File: src/rtl/interval_timer.sv
// interval_timer: tick-driven interval counter with one-shot and auto-reload
// modes, a one-cycle expire pulse and an optional sticky interrupt flag.
// Optional feature macro: INTERVAL_TIMER_IRQ_EN (enables the sticky irq;
// when undefined irq is tied low and irq_clr is ignored).
module interval_timer #(
    parameter int WIDTH = 16
) (
    input  logic             clk,
    input  logic             rst_n,
    input  logic             tick,
    input  logic             start,
    input  logic             stop,
    input  logic             periodic,
    input  logic [WIDTH-1:0] period,
    input  logic             irq_clr,
    output logic             busy,
    output logic [WIDTH-1:0] remain,
    output logic             expire,
    output logic             irq
);

    typedef enum logic {
        IDLE = 1'b0,
        RUN  = 1'b1
    } state_t;

    state_t           state_q, state_d;
    logic [WIDTH-1:0] remain_q, remain_d;
    logic [WIDTH-1:0] period_q, period_d;
    logic             periodic_q, periodic_d;
    logic             expire_q, expire_d;

    // State, count and latched configuration registers.
    always_ff @(posedge clk) begin
        if (!rst_n) begin
            state_q    <= IDLE;
            remain_q   <= '0;
            period_q   <= '0;
            periodic_q <= 1'b0;
            expire_q   <= 1'b0;
        end else begin
            state_q    <= state_d;
            remain_q   <= remain_d;
            period_q   <= period_d;
            periodic_q <= periodic_d;
            expire_q   <= expire_d;
        end
    end

    // Next-state logic; event priority is stop, then start, then tick.
    always_comb begin
        state_d    = state_q;
        remain_d   = remain_q;
        period_d   = period_q;
        periodic_d = periodic_q;
        expire_d   = 1'b0;
        if (stop) begin
            // Abort; in IDLE this leaves everything as it was.
            if (state_q == RUN) begin
                state_d  = IDLE;
                remain_d = '0;
            end
        end else if (start && (period != '0)) begin
            // Start or restart; a coincident expiring tick is swallowed.
            state_d    = RUN;
            remain_d   = period;
            period_d   = period;
            periodic_d = periodic;
        end else if (tick && (state_q == RUN)) begin
            if (remain_q > WIDTH'(1)) begin
                remain_d = remain_q - WIDTH'(1);
            end else begin
                // remain is never 0 in RUN, so this is the last tick.
                expire_d = 1'b1;
                if (periodic_q) begin
                    remain_d = period_q;
                end else begin
                    remain_d = '0;
                    state_d  = IDLE;
                end
            end
        end
    end

    assign busy   = (state_q == RUN);
    assign remain = remain_q;
    assign expire = expire_q;

`ifdef INTERVAL_TIMER_IRQ_EN
    logic irq_q;

    // Sticky flag: set alongside expire, cleared by irq_clr, set wins.
    always_ff @(posedge clk) begin
        if (!rst_n) begin
            irq_q <= 1'b0;
        end else if (expire_d) begin
            irq_q <= 1'b1;
        end else if (irq_clr) begin
            irq_q <= 1'b0;
        end
    end

    assign irq = irq_q;
`else
    logic unused_irq_clr;

    assign unused_irq_clr = irq_clr;
    assign irq            = 1'b0;
`endif

endmodule

File: config.mk
export PLATFORM = sky130hd
export DESIGN_NAME = interval_timer
export DESIGN_NICKNAME = d
export VERILOG_FILES = /design/src/rtl/interval_timer.sv
export SDC_FILE = /design/constraint.sdc
export NUM_CORES = 1
export LEC_CHECK = 0
export BUFFER_PORTS_ARGS = -buffer_cell sky130_fd_sc_hd__buf_4
export CAP_MARGIN = 40
export CORE_MARGIN = 10
export CORE_UTILIZATION = 40
export DETAILED_ROUTE_END_ITERATION = 16
export PLACE_DENSITY = 0.65
export RECOVER_POWER = 100
export SKIP_LAST_GASP = 1
export SLEW_MARGIN = 5
export SYNTH_ARGS = -nofsm -noshare
export SYNTH_HDL_FRONTEND = slang
export SYNTH_SLANG_ARGS = --single-unit
File: constraint.sdc
create_clock -name clk -period 3.7 [get_ports clk]
set_clock_uncertainty 0.05 [all_clocks]
set_input_delay 0.555 -clock clk [delete_from_list [all_inputs] [get_ports clk]]
set_output_delay 0.555 -clock clk [all_outputs]
set_load 0.005 [all_outputs]
==> run summary, run 1 <==
The run finished with clean final reports. 42 I/O pins were placed. The largest individual stage delay along the critical path comes from the cell nor4_1.

The clock period minus final worst setup slack is 2.72 ns, and the via count of the first global-routing pass is 1960. In the layout the commonest cells are nand2_1 (53), dfxtp_1 (35), buf_4 (22). After detailed routing, the average wire length per cell comes to 16.0 µm.

The tools report the synthesized net count as 268. Once the floorplan was initialized, standard cells occupied 41.8% of the core. The clock insertion delay at the later pin of the skew report came out at 0.29 ns. The H-tree was split into 2 levels. Wires add up to 5540 µm. For this run, the top clock speed supported by timing is 367 MHz. The net count of the finished layout is 304.

TritonCTS built the clock tree. The routed layout has 1917 vias. STA classifies the critical path endpoint as a flip-flop. The initial antenna violation count was 0. The area of the mapped netlist was 2000 µm²; the core area was 4790 µm². VDD sags by at most 0.202 mV. Setup repair after global routing left no endpoint under its margin. The die footprint came out at 8230 µm². By startpoint and endpoint, the worst setup path is classified as flip-flop to flip-flop.

Counting flops with a built-in enable in the synthesized netlist gives 0. The tools report the post-CTS resize count as 0. The buffer count from post-CTS setup fixing came out at 0. Of all flip-flops after synthesis, the portion carrying an async set or reset was 0%. The tree is rooted in a clkbuf_8.

Final estimated routing congestion in global placement: 0.796. Buffers inserted during clock tree synthesis total 5. The per-cell via count in the routed design is 5.54. Walking the worst path, the cells encountered are nor4_1 -> and3_1 -> nand2_1 -> o21ai_0 -> o2bb2ai_1. The max-cap check violation count came out at 0. The number of different library cells used by synthesis comes to 48.

The synthesized area divided by synthesized cell count was 8.23 µm²; the leakage power summed over all cells was 0.960 nW. Along the worst hold path, the cell count comes to 2. Category of the worst setup path launch point: a flip-flop.

Dividing the final minimum period by the clock period gives 73.6%. From synthesis to final layout, the design area changed by 19.8%. The final global-route overflow total was 0. The logs give 0 for the final antenna-violating net count and 0 for the antenna diode instance count. The clock net in this run drives a total of 35 sinks.

The data required time at the worst endpoint was 3.86 ns. The tools report the post-detailed-placement cell area as 2330 µm². The worst register-to-register path ends at remain[2]$_SDFFE_PN0P_.

The run gives 0 as the final hold violation count. The run gives 13.9% as the combined global-route utilization of all metal layers. The run gives 25 as the cell row count.

The run gives 243 as the instance count of the mapped netlist. The number of I/O port buffers works out to 39. The tools report the placed wire-length estimate as 4070 µm.

Along the worst path, the maximum fanout reaches 9. Across all hold checks on the routed design, the worst slack comes to 0.405 ns. Clock-pin slew was measured on the worst setup and hold paths at 0.07 ns.

At the pin with the least slew margin, the transition time is 1.37 ns. Measured along the x axis, the die boundary spans 90.7 µm. Worst reg-to-reg setup slack: 0.98 ns. The hold path startpoint is period_q[15]$_SDFFE_PN0P_.

The iteration count of the initial detailed-routing pass was 4; the DRC violations left was 0. The aggregate negative setup slack is 0 ns, and the path depth of the worst reg2reg path is 5. The worst hold path terminates at period_q[15]$_SDFFE_PN0P_. The share of final-layout standard cells stronger than drive strength 1 works out to 20.8%.

The stage delay of the slowest cell on the critical path works out to 1.15 ns. Buffers inserted to repair hold after CTS numbered 0. In this run the worst hold path is classified as flip-flop to flip-flop.

Setup violations remaining at the end of the flow were counted as 0. No sink is reached through more buffers than the 2 on the longest clock path. Dominant register cell in the synthesized netlist: dfxtp_1. The synthesized design contains 35 register bits.

Sequential cells were found to cover 35.0% of the synthesized design area. Entering global routing, the biggest net connects 19 pins. The areal power density over the cells works out to 390 nW/µm².

Leaving out fill and tap cells, the most frequent cell in the layout is nand2_1. Measured against its own limit, the worst slew margin works out to 7.68%. The first global-routing pass estimated 9560 µm of wire. Measured along the y axis, the die boundary spans 90.7 µm. The max-slew violation count is 0, and the detailed router's first-iteration violation count is 108.

The endpoint arrival time on the critical path came out at 2.89 ns. The worst register-to-register path begins at remain[3]$_SDFFE_PN0P_. The Yosys step of the flow raised 0 warnings.

Measured on the finished design, the core utilization comes to 50.1%. After routing the design area is 2400 µm².
## stage by stage
| step | worst slack [ns] | instances | power, mW |
|---|---|---|---|
| detailed placement | 0.985 | 339 | 0.665 |
| CTS | 1.28 | 346 | 0.949 |
| finish | 0.976 | 346 | 0.935 |
| floorplan | 1.75 | 243 | 0.590 |
| global route | 0.581 | 346 | 0.984 |
| global placement | 0.982 | 338 | 0.661 |
## kinds of logic (layout without fill, tap and decap cells)
logic type      Yosys count  in the layout  share of synthesized area [%]
xor+xnor                 12             12                           5.25
compound gates           63             63                           21.1
mux                       9              9                           4.50
buf+inv                  18             54                           5.25
flops                    35             35                           35.0
fa+ha+maj                 2              2                           1.25
other cells               1              1                          0.187
simple gates            103            103                           27.4
## Yosys cell counts, types with 7 or more instances
library cell	n	share of area, %
a21boi_0	7	2.6
o2bb2ai_1	9	3.9
nor3_1	7	1.8
nand3_1	7	1.8
xor2_1	9	3.9
nand2_1	53	9.9
a21oi_1	19	4.8
mux2i_1	9	4.5
dfxtp_1	35	35
## metal layers
layer  GRT usage [%]  up-vias  wire [µm]
met3            3.33        7        253
met4            3.85        0         57
met2            23.6       38       2730
met1            16.8      925       2500
li1                -      947          -
met5               0        -          0
## sequential cells by signal (all words and copies together) (netlist names)
register	count
expire	1
busy	1
remain	16
periodic_q	1
period_q	16
## critical path: cells and delay by family, from the launching register on
family | cells | cell delay [ns]
flops | 1 | 0.39
simple gates | 3 | 1.76
compound gates | 2 | 0.43
## worst max-delay path by stage
stage / from / end / slack (ns) / cells after the start
floorplan: period[8] / remain[13]$_SDFFE_PN0P_ / 1.75 / 5
global placement: period[1] / remain[3]$_SDFFE_PN0P_ / 0.98 / 6
detailed placement: period[8] / remain[3]$_SDFFE_PN0P_ / 0.98 / 6
CTS: period[1] / remain[3]$_SDFFE_PN0P_ / 1.28 / 6
global route: remain[2]$_SDFFE_PN0P_ / remain[2]$_SDFFE_PN0P_ / 0.58 / 5
finish: remain[3]$_SDFFE_PN0P_ / remain[2]$_SDFFE_PN0P_ / 0.98 / 5
## report_power, final
| part | total (mW) | switching, mW | internal [mW] |
|---|---|---|---|
| logic | 0.233 | 0.127 | 0.105 |
| clock network | 0.284 | 0.138 | 0.146 |
| registers | 0.418 | 0.0232 | 0.395 |
| total | 0.935 | 0.288 | 0.646 |
## layout make-up
cell class,instances,area [µm²]
Clock inverter,1,5.00
Multi-Input combinational cell,190,1190
Tap cell,67,83.8
Timing Repair Buffer,43,323
Sequential cell,35,701
Fill cell,513,2390
Clock buffer,6,82.6
Inverter,4,15.0
(Power assumes the default switching activity.)
==> inputs of run 2 (changes only) <==
Clock period 3.7 ns to 2.6 ns, I/O delays scaled along.
==> run summary, run 2 (same netlist as run 1, synthesis figures left out) <==
The run finished with clean final reports. TritonCTS created 5 clock buffers. The max-slew violation count is 0, and the via count of the first global-routing pass is 1890.

The worst hold path terminates at periodic_q$_SDFFE_PN0P_. The top cell types in the final layout, fill and taps aside, are nand2_1 (54), dfxtp_1 (35), buf_4 (29). Width of the die: 90.7 µm. Antenna diode instance count: 0.

Traced cell by cell, the critical path runs through inv_1 -> ha_1 -> o21ba_1 -> and3_1 -> nand2_1 -> o21ai_0 -> a22o_1. The worst reg-to-reg setup slack is 0.38 ns, and the areal power density over the cells is 582 nW/µm². DRC violations left: 0. The starting density of the core came out at 41.8%. The number of standard cells in the layout, taps in and fillers out was 355; the aggregate negative setup slack was 0 ns. VDD sags by at most 0.265 mV. The overall power is 1.45 mW, and the path depth of the worst reg2reg path is 7.

The number of placed instances, taps included, is 347. The floorplan step set the die height to 90.7 µm. TritonCTS built the clock tree.

Input and output buffers added on the ports amount to 39. STA puts the critical path data required time at 2.74 ns. The post-detailed-placement cell area was 2390 µm²; the total number of H-tree levels was 2. Iteration count of the initial detailed-routing pass: 4. The maximum fanout count along the critical path is 8. The initialized floorplan defines 25 standard-cell rows. For the top achievable clock speed, the log shows 451 MHz. Final global-route overflow total: 0. The tools report the clock insertion delay at the later pin of the skew report as 0.29 ns.

No sink is reached through more buffers than the 2 on the longest clock path. The combined global-route utilization of all metal layers was 13.8%. The worst hold-check path type was input pin to flip-flop. The tools report the post-placement setup slack as 0.409 ns. The start-to-end type of the worst setup path was flip-flop to flip-flop. Setup repair after global routing left no endpoint under its margin. The final antenna-violating net count is 0, and the clock period minus final worst setup slack is 2.22 ns. The final layout contains routed wiring with a total length of 5550 µm. The share of final-layout standard cells stronger than drive strength 1 was 22.2%. In this run the tightest slew margin relative to its limit is 51.8%.

After clock tree synthesis, the clock-pin slew on the worst setup and hold paths is 0.07 ns. Stage delay of the slowest cell on the critical path: 0.49 ns. Clock tree synthesis found a total of 35 sinks. Buffer count from post-CTS setup fixing: 0.

In the final routed layout, each cell accounts on average for 15.6 µm. With fillers left out, the area of the finished cells amounts to 2490 µm². The transition time of the tightest slew-check pin works out to 0.722 ns. Most common cell after layout, fill and taps aside: nand2_1. In this run, the number of DRC markers left after iteration 0 of detailed routing was 127. The placed wire-length estimate is 4170 µm, and the core area is 4790 µm². The leakage power summed over all cells was 1.02 nW; the count of nets after finishing was 312.

The least setup slack across all paths after layout was 0.383 ns; the count of hold buffers inserted by post-cts repair was 0. At the worst endpoint, the arrival time is 2.36 ns. The die covers 8230 µm².

The final estimated routing congestion in global placement was 0.823; the routed via count was 1907. The logs give 9400 µm for the first-pass GRT wire length and 0.292 ns for the tightest hold margin. CTS placed an instance of clkbuf_8 at the clock tree root. The max-cap check violation count was 0. The sort of element at the end of the critical path is a flip-flop. The worst hold path stage count was 3. Broken down by cell family, the worst path's largest delay share belongs to compound AO/OA/AOI/OAI gates.

Final hold violation count: 0. The endpoint identified for the worst register-to-register timing path is remain[0]$_SDFFE_PN0P_. Among all stages on the critical path, the largest delay is contributed by dfxtp_1. After layout, the worst path uses 85.3% of the clock period. Buffering stage count on the worst path with inverters included: 1. Cells fill 52.1% of the core in the end.

The post-CTS resize count came out at 0. The area growth from synthesis to layout is 24.6%. The final number of setup-violating endpoints came out at 0. The initial antenna violation count is 0.

The startpoint identified for the worst hold timing path is periodic. Per-cell via count in the routed design: 5.37. The worst setup path is launched from a flip-flop. Entering global routing, the biggest net connects 19 pins. In this run the critical register-to-register path is launched from remain[0]$_SDFFE_PN0P_.

In this run the count of I/O pins placed on the die edge is 42.
[run 2: worst min-delay path, delay by kind of cell]
family	cells	cell delay [ns]
buffers and inverters	1	0.11
AOI/OAI and AO/OA	1	0.05
and+or+nand+nor	1	0.04
[run 2: metal layers]
metal  part of all wire (%)  track usage (%)  up-vias
li1                       -                -      960
met1                     48             17.3      904
met2                     47             22.3       36
met3                    4.1             3.82        7
met4                    1.2             3.98        0
met5                      0                0        -
[run 2: area by class of cell]
cell class | count | area (µm²)
fill | 481 | 2290
timing repair buffer | 51 | 375
tap | 67 | 83.8
clock buffer | 6 | 82.6
inverter | 4 | 15.0
clock inverter | 2 | 35.0
sequential | 35 | 701
multi-input combinational | 190 | 1200
[run 2: where the power goes]
| group | switching (mW) | internal, mW | total [mW] |
|---|---|---|---|
| clock | 0.207 | 0.310 | 0.517 |
| sequential | 0.0340 | 0.562 | 0.596 |
| combinational | 0.182 | 0.156 | 0.337 |
[run 2: worst max path at each step]
stage | from | to | depth (start not counted)
floorplan | remain[2]$_SDFFE_PN0P_ | remain[8]$_SDFFE_PN0P_ | 6
global placement | period[13] | remain[5]$_SDFFE_PN0P_ | 7
detailed placement | remain[0]$_SDFFE_PN0P_ | remain[0]$_SDFFE_PN0P_ | 7
CTS | remain[0]$_SDFFE_PN0P_ | remain[0]$_SDFFE_PN0P_ | 7
global route | remain[0]$_SDFFE_PN0P_ | remain[0]$_SDFFE_PN0P_ | 7
finish | remain[0]$_SDFFE_PN0P_ | remain[0]$_SDFFE_PN0P_ | 7
